$ cat src/rtl/dma_pkg.sv
// dma_pkg: shared AHB/DMA types and burst helpers for the DMA burst sequencer.
package dma_pkg;
   typedef enum logic [1:0] {SZ_BYTE = 2'd0, SZ_HWORD = 2'd1, SZ_WORD = 2'd2} size_t;
   typedef enum logic [1:0] {BR_SINGLE = 2'd0, BR_INC4 = 2'd1, BR_INC8 = 2'd2, BR_INC16 = 2'd3} burst_t;
   typedef enum logic [1:0] {HT_IDLE = 2'd0, HT_BUSY = 2'd1, HT_NONSEQ = 2'd2, HT_SEQ = 2'd3} htrans_t;
   typedef enum logic [2:0] {HB_SINGLE = 3'd0, HB_INCR4 = 3'd3, HB_INCR8 = 3'd5, HB_INCR16 = 3'd7} hburst_t;
   localparam int BOUNDARY_1K = 1024;
   function automatic logic [4:0] burst_len(input burst_t b);
      return b == BR_INC16 ? 5'd16 : b == BR_INC8 ? 5'd8 : b == BR_INC4 ? 5'd4 : 5'd1;
   endfunction
   function automatic hburst_t burst_to_hburst(input burst_t b);
      return b == BR_INC16 ? HB_INCR16 : b == BR_INC8 ? HB_INCR8 : b == BR_INC4 ? HB_INCR4 : HB_SINGLE;
   endfunction
endpackage

$ cat src/rtl/dma_burst_planner.sv
// dma_burst_planner: picks the effective burst length/HBURST, falling back to SINGLE
// when too few items remain, the address is fixed, or the burst would cross 1 KB.
module dma_burst_planner
   import dma_pkg::*;
#(
   parameter int addr_w = 32,
   parameter int ndt_w  = 18
) (
   input  logic [addr_w-1:0] addr_i,
   input  logic              inc_i,
   input  size_t             size_i,
   input  burst_t            burst_i,
   input  logic [ndt_w-1:0]  rem_i,
   output logic [4:0]        len_o,
   output hburst_t           hburst_o
);
   logic [4:0] len;
   logic [addr_w-1:0] off, span;
   logic single;
   always_comb begin
      len = burst_len(burst_i);
      off = addr_i & addr_w'(BOUNDARY_1K - 1);
      span = addr_w'(len) << size_i;
      single = !inc_i || rem_i < ndt_w'(len) || off + span > addr_w'(BOUNDARY_1K);
      len_o = single ? 5'd1 : len;
      hburst_o = single ? HB_SINGLE : burst_to_hburst(burst_i);
   end
endmodule

$ cat src/rtl/dma_burst_sequencer.sv
// dma_burst_sequencer: issues AHB-Lite address phases for the granted DMA stream and
// tracks data-phase completion, counting NDT down and flagging beat/burst/done/error events.
module dma_burst_sequencer
   import dma_pkg::*;
#(
   parameter int addr_w = 32,
   parameter int ndt_w  = 18
) (
   input  logic              i_clk,
   input  logic              i_nreset,
   input  logic              i_load,
   input  logic              i_en,
   input  logic [addr_w-1:0] i_addr,
   input  logic              i_inc,
   input  logic [1:0]        i_size,
   input  logic [1:0]        i_burst,
   input  logic [ndt_w-1:0]  i_ndt,
   input  logic              i_hready,
   input  logic              i_hresp,
   output logic [1:0]        o_htrans,
   output logic [addr_w-1:0] o_haddr,
   output logic [2:0]        o_hsize,
   output logic [2:0]        o_hburst,
   output logic [ndt_w-1:0]  o_ndt,
   output logic              o_beat_done,
   output logic              o_burst_end,
   output logic              o_done,
   output logic              o_busy,
   output logic              o_err
);
   typedef enum logic [1:0] {st_idle, st_ready, st_burst, st_err} state_t;
   state_t state_q, state_d;
   htrans_t htrans_q, htrans_d;
   hburst_t hburst_q, hburst_d, p_hburst;
   size_t size_q, size_d;
   burst_t burst_q, burst_d;
   logic [addr_w-1:0] addr_q, addr_d, addr_n;
   logic [ndt_w-1:0] ndt_q, ndt_d, rem_q, rem_d, rem_n;
   logic [4:0] beat_q, beat_d, len_q, len_d, p_len;
   logic inc_q, inc_d, pend_q, pend_d, err_q, err_d;
   logic beat_done_q, beat_done_d, burst_end_q, burst_end_d, done_q, done_d;
   logic ld, acc, cpl, plan;
   assign o_busy = state_q == st_ready || state_q == st_burst || pend_q;
   assign ld  = i_load && !o_busy;
   assign acc = htrans_q != HT_IDLE && i_hready;
   assign cpl = pend_q && i_hready && !i_hresp;
   // address/remaining count as they will be after this cycle's acceptance
   assign addr_n = acc && inc_q ? addr_q + (addr_w'(1) << size_q) : addr_q;
   assign rem_n  = acc ? rem_q - ndt_w'(1) : rem_q;
   dma_burst_planner #(.addr_w(addr_w), .ndt_w(ndt_w)) u_planner (
      .addr_i  (ld ? i_addr : addr_n),
      .inc_i   (ld ? i_inc : inc_q),
      .size_i  (ld ? size_t'(i_size) : size_q),
      .burst_i (ld ? burst_t'(i_burst) : burst_q),
      .rem_i   (ld ? i_ndt : rem_n),
      .len_o   (p_len),
      .hburst_o(p_hburst)
   );
   always_comb begin
      state_d = state_q;
      htrans_d = htrans_q;
      hburst_d = hburst_q;
      size_d = size_q;
      burst_d = burst_q;
      inc_d = inc_q;
      addr_d = addr_n;
      rem_d = rem_n;
      ndt_d = cpl ? ndt_q - ndt_w'(1) : ndt_q;
      beat_d = beat_q;
      len_d = len_q;
      err_d = err_q;
      pend_d = acc || (pend_q && !i_hready);
      beat_done_d = cpl;
      burst_end_d = 1'b0;
      done_d = 1'b0;
      plan = 1'b0;
      if (ld) begin
         addr_d = i_addr;
         inc_d = i_inc;
         size_d = size_t'(i_size);
         burst_d = burst_t'(i_burst);
         ndt_d = i_ndt;
         rem_d = i_ndt;
         err_d = 1'b0;
         state_d = i_ndt == '0 ? st_idle : st_ready;
         plan = i_ndt != '0 && i_en;
      end else if (pend_q && i_hresp && !i_hready && !err_q) begin
         // first ERROR cycle: cancel whatever address phase is on the bus
         htrans_d = HT_IDLE;
         err_d = 1'b1;
         state_d = st_err;
      end else if (cpl && ndt_q == ndt_w'(1)) begin
         done_d = 1'b1;
         state_d = st_idle;
      end else if (state_q == st_ready) begin
         plan = i_en && rem_q != '0;
      end else if (state_q == st_burst && acc) begin
         if (beat_q == len_q - 5'd1) begin
            burst_end_d = 1'b1;
            plan = i_en && rem_n != '0;
            htrans_d = HT_IDLE;
            state_d = st_ready;
         end else begin
            htrans_d = HT_SEQ;
            beat_d = beat_q + 5'd1;
         end
      end
      if (plan) begin
         htrans_d = HT_NONSEQ;
         hburst_d = p_hburst;
         len_d = p_len;
         beat_d = '0;
         state_d = st_burst;
      end
   end
   always_ff @(posedge i_clk or negedge i_nreset) begin
      if (!i_nreset) begin
         state_q <= st_idle;
         htrans_q <= HT_IDLE;
         hburst_q <= HB_SINGLE;
         size_q <= SZ_BYTE;
         burst_q <= BR_SINGLE;
         inc_q <= 1'b0;
         addr_q <= '0;
         rem_q <= '0;
         ndt_q <= '0;
         beat_q <= '0;
         len_q <= '0;
         err_q <= 1'b0;
         pend_q <= 1'b0;
         beat_done_q <= 1'b0;
         burst_end_q <= 1'b0;
         done_q <= 1'b0;
      end else begin
         state_q <= state_d;
         htrans_q <= htrans_d;
         hburst_q <= hburst_d;
         size_q <= size_d;
         burst_q <= burst_d;
         inc_q <= inc_d;
         addr_q <= addr_d;
         rem_q <= rem_d;
         ndt_q <= ndt_d;
         beat_q <= beat_d;
         len_q <= len_d;
         err_q <= err_d;
         pend_q <= pend_d;
         beat_done_q <= beat_done_d;
         burst_end_q <= burst_end_d;
         done_q <= done_d;
      end
   end
   assign o_htrans = htrans_q;
   assign o_haddr = addr_q;
   assign o_hsize = {1'b0, size_q};
   assign o_hburst = hburst_q;
   assign o_ndt = ndt_q;
   assign o_beat_done = beat_done_q;
   assign o_burst_end = burst_end_q;
   assign o_done = done_q;
   assign o_err = err_q;
endmodule

$ cat config.mk
export PLATFORM = sky130hd
export DESIGN_NAME = dma_burst_sequencer
export DESIGN_NICKNAME = d
export VERILOG_FILES = /design/src/rtl/dma_pkg.sv /design/src/rtl/dma_burst_planner.sv /design/src/rtl/dma_burst_sequencer.sv
export SDC_FILE = /design/constraint.sdc
export NUM_CORES = 1
export LEC_CHECK = 0
export CORE_ASPECT_RATIO = 1.2
export CORE_MARGIN = 1.5
export CORE_UTILIZATION = 40
export CTS_CLUSTER_SIZE = 8
export DETAILED_ROUTE_END_ITERATION = 16
export GPL_TIMING_DRIVEN = 0
export HOLD_SLACK_MARGIN = 0.03
export PLACE_DENSITY_LB_ADDON = 0.2
export SETUP_SLACK_MARGIN = 0.5
export SYNTH_ARGS = -nofsm -noshare
export SYNTH_HDL_FRONTEND = slang
export SYNTH_SLANG_ARGS = --single-unit
$ cat constraint.sdc
create_clock -name i_clk -period 4.7 [get_ports i_clk]
set_input_delay 0.47 -clock i_clk [delete_from_list [all_inputs] [get_ports i_clk]]
set_output_delay 0.47 -clock i_clk [all_outputs]
set_load 0.005 [all_outputs]
# After elaboration in Yosys (flattened, before gate mapping)

Cells that the tools add are included.

Register bits after elaboration: 95
Latch bits: 0
Memory bits (writable): 0
Bits in read-only memories: 0
Output and inout port bits: 63
Logic and storage cells: 137
Memories kept: 0

Add/sub/neg operators: 6
Multipliers: 0
Div/mod/pow operators: 0
Magnitude comparators: 2
Eq/ne operators: 15
Shift-type cells: 2
Multiplexer cells: 56
Bitwise logic cells: 0
Reductions and logical operators: 39

Operators with widths:

| kind                                                                    | count |
|---|---|
| 18-bit 2-to-1 mux                                                       | 4 |
| 32-bit 2-to-1 mux                                                       | 2 |
| 18-bit nonzero test                                                     | 3 |
| 5-bit 2-to-1 mux                                                        | 10 |
| 18-bit by 1-bit subtractor with 18-bit output (second input constant)   | 2 |
| 2-bit 2-to-1 mux                                                        | 17 |
| 10-bit by 32-bit adder with 32-bit output                               | 1 |
| 32-bit adder                                                            | 1 |
| 32-bit by 11-bit > comparator with 1-bit output (second input constant) | 1 |
| 1-bit by 2-bit left shift with 32-bit output (first input constant)     | 1 |
| 5-bit by 2-bit left shift with 32-bit output                            | 1 |
| 1-bit 2-to-1 mux                                                        | 19 |
| 18-bit by 1-bit equality test with 1-bit output (second input constant) | 1 |
| 18-bit logical NOT                                                      | 1 |
| 18-bit by 5-bit less-than comparator with 1-bit output                  | 1 |
| 1-bit logical AND                                                       | 14 |
| 3-bit 2-to-1 mux                                                        | 4 |
| 2-bit nonzero test                                                      | 5 |
| 5-bit nonzero test                                                      | 2 |
| 2-bit != test (second input constant)                                   | 4 |
| 2-bit equality test (second input constant)                             | 3 |
| 6-bit AND reduction                                                     | 1 |
| 5-bit by 1-bit adder with 5-bit output (second input constant)          | 1 |
| 5-bit equality test                                                     | 1 |
| 11 further kinds                                                        | 20 |

# Depth between registers and ports, before layout

Word-level depth: 15
Depth in mapped cells: 20
Gate-level depth less buffers: 17

# Cells and area by module

From an unflattened synthesis, not the netlist that was laid out.

Cells, all modules: 721
Area total of the unflattened synthesis: 6180.9 µm²

Modules (own cells, without submodules):

| module              | instances | cells each | area each (µm²) | sequential area each (µm²) |
|---|---|---|---|---|
| dma_burst_sequencer | 1         | 605        | 5395.2          | 2377.3 |
| dma_burst_planner   | 1         | 116        | 785.8           | 0.0 |

# Least setup slack after synthesis

No wires, ideal clock.

Path type: reg2reg
Start: reg state_q[1]
End: reg len_q[0]
Library setup time: 0.123 ns
Arrival time: 4.100 ns
Required time: 4.577 ns
Setup slack: 0.477 ns
Stages on the path, launching flop included: 20
Buffers on the path: 6
Clock period less this slack: 4.223 ns
Cells stage by stage: dfrtp_1 > ha_1 > and3b_1 > clkbuf_1 > buf_6 > buf_6 > buf_6 > clkbuf_1 > buf_1 > nand2_1 > o21ai_0 > ha_1 > a211oi_1 > o21bai_1 > a21oi_1 > nand2b_1 > a21boi_0 > o221a_2 > a311o_4 > a2bb2oi_1

RTL lines:

| what                                                                                  | line                       | text |
|---|---|---|
| start: declaration                                                                    | dma_burst_sequencer.sv:32  | `state_t state_q, state_d;` |
| start signal: assignment                                                              | dma_burst_sequencer.sv:118 | `state_q <= st_idle;` |
| start signal: assignment                                                              | dma_burst_sequencer.sv:135 | `state_q <= state_d;` |
| 2-bit by 1-bit equality test with 1-bit output or 2-bit equality test (tied branches) | dma_burst_sequencer.sv:43  | `assign o_busy = state_q == st_ready \|\| state_q == st_burst \|\| pend_q;` |
| 1-bit logical OR (*) (2 in series)                                                    | dma_burst_sequencer.sv:43  |  |
| 1-bit logical NOT (*)                                                                 | dma_burst_sequencer.sv:44  | `assign ld = i_load && !o_busy;` |
| 1-bit logical AND (*)                                                                 | dma_burst_sequencer.sv:44  |  |
| 32-bit 2-to-1 mux (*)                                                                 | n/a                        |  |
| via addr_d[2]                                                                         | dma_burst_sequencer.sv:37  | `logic [addr_w-1:0] addr_q, addr_d, addr_n;` |
| 10-bit by 32-bit adder with 32-bit output (*)                                         | dma_burst_planner.sv:24    | `single = !inc_i \|\| rem_i < ndt_w'(len) \|\| off + span > addr_w'(BOUNDARY_1K);` |
| 32-bit by 11-bit > comparator with 1-bit output (*)                                   | dma_burst_planner.sv:24    |  |
| 1-bit logical OR (*)                                                                  | dma_burst_planner.sv:24    |  |
| 5-bit 2-to-1 mux (*)                                                                  | dma_burst_planner.sv:25    | `len_o = single ? 5'd1 : len;` |
| end signal: assignment                                                                | dma_burst_sequencer.sv:145 | `len_q <= len_d;` |
| end: declaration                                                                      | dma_burst_sequencer.sv:39  | `logic [4:0] beat_q, beat_d, len_q, len_d, p_len;` |

The timed path passes the listed nets; every way through them passes the cells marked *.
A chain may end at the register's enable or synchronous reset.

# Final worst setup path

Start: reg size_q[1]
End: reg len_q[0]

Longest elaborated chain between the ends: 8

RTL lines:

| what                                            | line                       | text |
|---|---|---|
| start: declaration                              | dma_burst_sequencer.sv:35  | `size_t size_q, size_d;` |
| start signal: assignment                        | dma_burst_sequencer.sv:138 | `size_q <= size_d;` |
| 1-bit by 2-bit left shift with 32-bit output    | dma_burst_sequencer.sv:48  | `assign addr_n = acc && inc_q ? addr_q + (addr_w'(1) << size_q) : addr_q;` |
| 32-bit adder                                    | dma_burst_sequencer.sv:48  |  |
| 32-bit 2-to-1 mux                               | dma_burst_sequencer.sv:48  |  |
| 32-bit 2-to-1 mux                               | n/a                        |  |
| via addr_d[6]                                   | dma_burst_sequencer.sv:37  |  |
| 10-bit by 32-bit adder with 32-bit output       | dma_burst_planner.sv:24    |  |
| 32-bit by 11-bit > comparator with 1-bit output | dma_burst_planner.sv:24    |  |
| 1-bit logical OR                                | dma_burst_planner.sv:24    |  |
| 5-bit 2-to-1 mux                                | dma_burst_planner.sv:25    |  |

The timed path passes the listed nets, and every way through them passes these cells. The select of a mux whose other input is x is not followed.

==> results.ini <==
[synth]
yosysSeqAreaShare_pct=38.43
syn_nets=779
synth_edf_count=0
ys_dominant_reg_cell=dfrtp_1
netlist_instances=694
synthArstFlopShare_pct=100.0
yosys_warnings=0
synth_cell_type_count=82
avgSynthCellArea_sq_um=8.820
synth_area_sq_mm=0.006121
synth_seq_cells=94

[timing]
fin_tns_setup_ps=0
worst_slew_pin_slew_ps=787.7
period_needed_ps=4005
final_max_slew_viol_count=0
max_freq_mhz=249.7
post-route-period-util_pct=85.20
timing.final.hold_violations=0
setup_violations=0
rsz0062_at_grt=false
maxSlewHeadroom_pct=47.00
skew_ps=7.042

[cells_and_area]
antenna_cells=0
drive_gt1_share_pct=10.86
nNetsFinal=919
fin_cells=1042
final_area_sq_mm=0.008122
area_growth_pct=32.69

[floorplan]
fp.dieW_microns=115.9
num_rows=49
core_area_sq_mm=0.01496
die_area_sq_mm=0.01606
die_h_microns=138.5
ios=124
initial_utilization_pct=40.92

[grt]
grt_max_degree=61
track_usage_pct=24.32
antenna_found_initial=0
grt_pass1_vias=5933
grt_overflow_total=0
grt_pass1_wl_microns=30270

[routing]
wl_met1_microns=8141
final_antenna_net_count=0
wl_per_cell_microns=18.44
totalWireLength_microns=19210
first_iter_violations=443
dr.pass1.iters=5
met2WireLength_microns=9369
wl_met3_microns=1072
dr_total_vias=5866
drc=0
highest-signal-layer=met4
vias_per_cell=5.630

[clock_network]
clkLatencyLatePin_ps=360
h-tree-depth=3
cts_buffers=9
root_buffer=clkbuf_16
cts_tree=yes
cts_buffer_depth=2
hold_buffers=0
clk_pin_slew_ps=70
cts_sinks=94

[power_and_ir_drop]
leakagePower_nw=3.277
p_per_area_mw_per_mm2=652.7
fin_total_pwr_w=0.005301
max-vdd-ir-drop_mv=0.3524

[setup_path]
crit_required_ps=4940
startpoint_type=flop
crit_fanout=7
worstSetupPathType=reg -> reg
crit_arrival_ps=4240
cp-end-kind=flop

[worst_hold_path]
min_path_type=in -> async

[placement]
place_inst=1021
place_congestion=0.9015
place_area_sq_mm=0.007624
dp_hpwl_microns=14460
buffer_ports.inserted=122

[status]
run_status=finished, final reports clean

[job]
drv_cap=0

flip-flops by register name (all words and copies together) (netlist names), named ones only:
signal       flops
o_done           1
o_htrans         2
o_hburst         3
inc_q            1
len_q            4
o_burst_end      1
burst_q          2
beat_q           5
o_ndt           18
state_q          2
o_err            1
o_haddr         32
size_q           2
rem_q           18
o_beat_done      1
power by group:
| part | internal (W) | switching [W] |
|---|---|---|
| registers | 0.00116 | 0.000430 |
| logic | 0.00146 | 0.00156 |
| clock network | 0.000355 | 0.000334 |
| total | 0.00298 | 0.00232 |
repair_timing:
| item | in CTS | in global routing |
|---|---|---|
| setup endpoints to repair | 7 | 7 |
| resized for setup | 29 | 36 |
| buffers inserted | 2 | 4 |
| cloned | 0 | 0 |
| pin swaps | 2 | 7 |
metrics by stage:
step	hold WS, ps	setup slack [ps]	util, %
6_report	61.44	695.5	54.29
4_1_cts	79.12	501.6	53.37
3_3_place_gp	464.5	-515.0	50.79
5_1_grt	102.9	485.8	54.29
3_5_place_dp	465.0	-636.2	50.96
2_1_floorplan	174.4	559.1	-
kinds of logic (layout without fill, tap and decap cells):
family | Yosys count | after routing | synth area share, %
buffers and inverters | 47 | 191 | 3.454
DFF | 94 | 94 | 38.43
other | 1 | 1 | 0.06127
and+or+nand+nor | 300 | 300 | 25.02
muxes | 9 | 9 | 1.492
xor gates and xnor gates | 54 | 54 | 8.033
adders and majority gates | 24 | 24 | 5.151
AOI/OAI and AO/OA | 165 | 165 | 18.36
per-layer routing:
| layer | global-route usage (%) | up-vias |
|---|---|---|
| li1 | - | 2788 |
| met1 | 30.32 | 2843 |
| met2 | 40.00 | 194 |
| met3 | 4.779 | 41 |
| met4 | 11.62 | 0 |
| met5 | 0 | - |
cell usage in the layout, fill, tap and decap left out, types with 7 or more instances in the layout:
cell / netlist / layout
or3_1: 8 / 8
xor2_1: 31 / 31
clkbuf_16: 0 / 9
buf_4: 1 / 10
nor3_1: 21 / 21
xnor2_1: 22 / 22
ha_1: 22 / 19
and3_1: 12 / 12
clkbuf_1: 15 / 7
o21ai_2: 5 / 7
clkdlybuf4s50_1: 0 / 120
nand3b_1: 7 / 7
a21oi_1: 25 / 20
nand3_1: 22 / 22
inv_1: 23 / 22
o211ai_1: 11 / 11
nor4_1: 10 / 10
o21ai_0: 55 / 49
dfrtp_1: 94 / 92
nand4_1: 11 / 11
nor2_1: 54 / 54
nand2_1: 107 / 107
worst max-delay path: stages, from the launching register on:
cell and delay (ps):
dfrtp_2 470, nor2_1 70, ha_1 220, fa_1 420, a21o_1 220, a21o_1 230
and3_1 230, nand2_1 80, xor2_1 70, o21ai_2 190, ha_2 350, a21oi_2 180
o2111ai_1 160, and4b_1 280, mux2i_1 80, a311o_4 480, a2bb2oi_1 150
path summary, 6_finish.rpt:
path | startpoint | to | slack (ps) | cells past startpoint
worst max register to register | size_q[1]$_DFF_PN0_ | len_q[0]$_DFFE_PN0P_ | 700 | 16
worst min-delay path | i_nreset | o_ndt[17]$_DFFE_PN0P_ | 60 | 1
min in group i_clk | o_hburst[1]$_DFFE_PN0P_ | o_hburst[1]$_DFFE_PN0P_ | 490 | 2
max in group asynchronous | i_nreset | o_haddr[0]$_DFF_PN0_ | 3970 | 2
worst max-delay path | size_q[1]$_DFF_PN0_ | len_q[0]$_DFFE_PN0P_ | 700 | 16
worst min register to register | o_hburst[1]$_DFFE_PN0P_ | o_hburst[1]$_DFFE_PN0P_ | 490 | 2
synthesized netlist by cell type, types with 6 or more instances:
library cell / number / share of area, %
nand2_1: 107 / 6.6
dfrtp_1: 94 / 38
o21ai_0: 55 / 4.5
nor2_1: 54 / 3.3
xor2_1: 31 / 4.4
a21oi_1: 25 / 2.0
inv_1: 23 / 1.4
ha_1: 22 / 4.5
nand3_1: 22 / 1.8
xnor2_1: 22 / 3.1
nor3_1: 21 / 1.7
clkbuf_1: 15 / 0.92
and3_1: 12 / 1.2
nand4_1: 11 / 1.1
o211ai_1: 11 / 1.3
nor4_1: 10 / 1.0
mux2i_1: 8 / 1.3
or3_1: 8 / 0.82
nand3b_1: 7 / 0.86
nor2b_1: 7 / 0.72
o21a_1: 6 / 0.74
cell type report:
type | count | area [sq um]
clock buffers | 9 | 225.2
well taps | 204 | 255.2
flip-flops and latches | 94 | 2355
repair buffers | 129 | 1294
plain buffers | 23 | 195.2
clock inverters | 6 | 38.79
fillers | 1415 | 6838
inverters | 24 | 90.09
multi-input cells | 553 | 3669
Note: power is estimated with default switching activity, not from simulation.
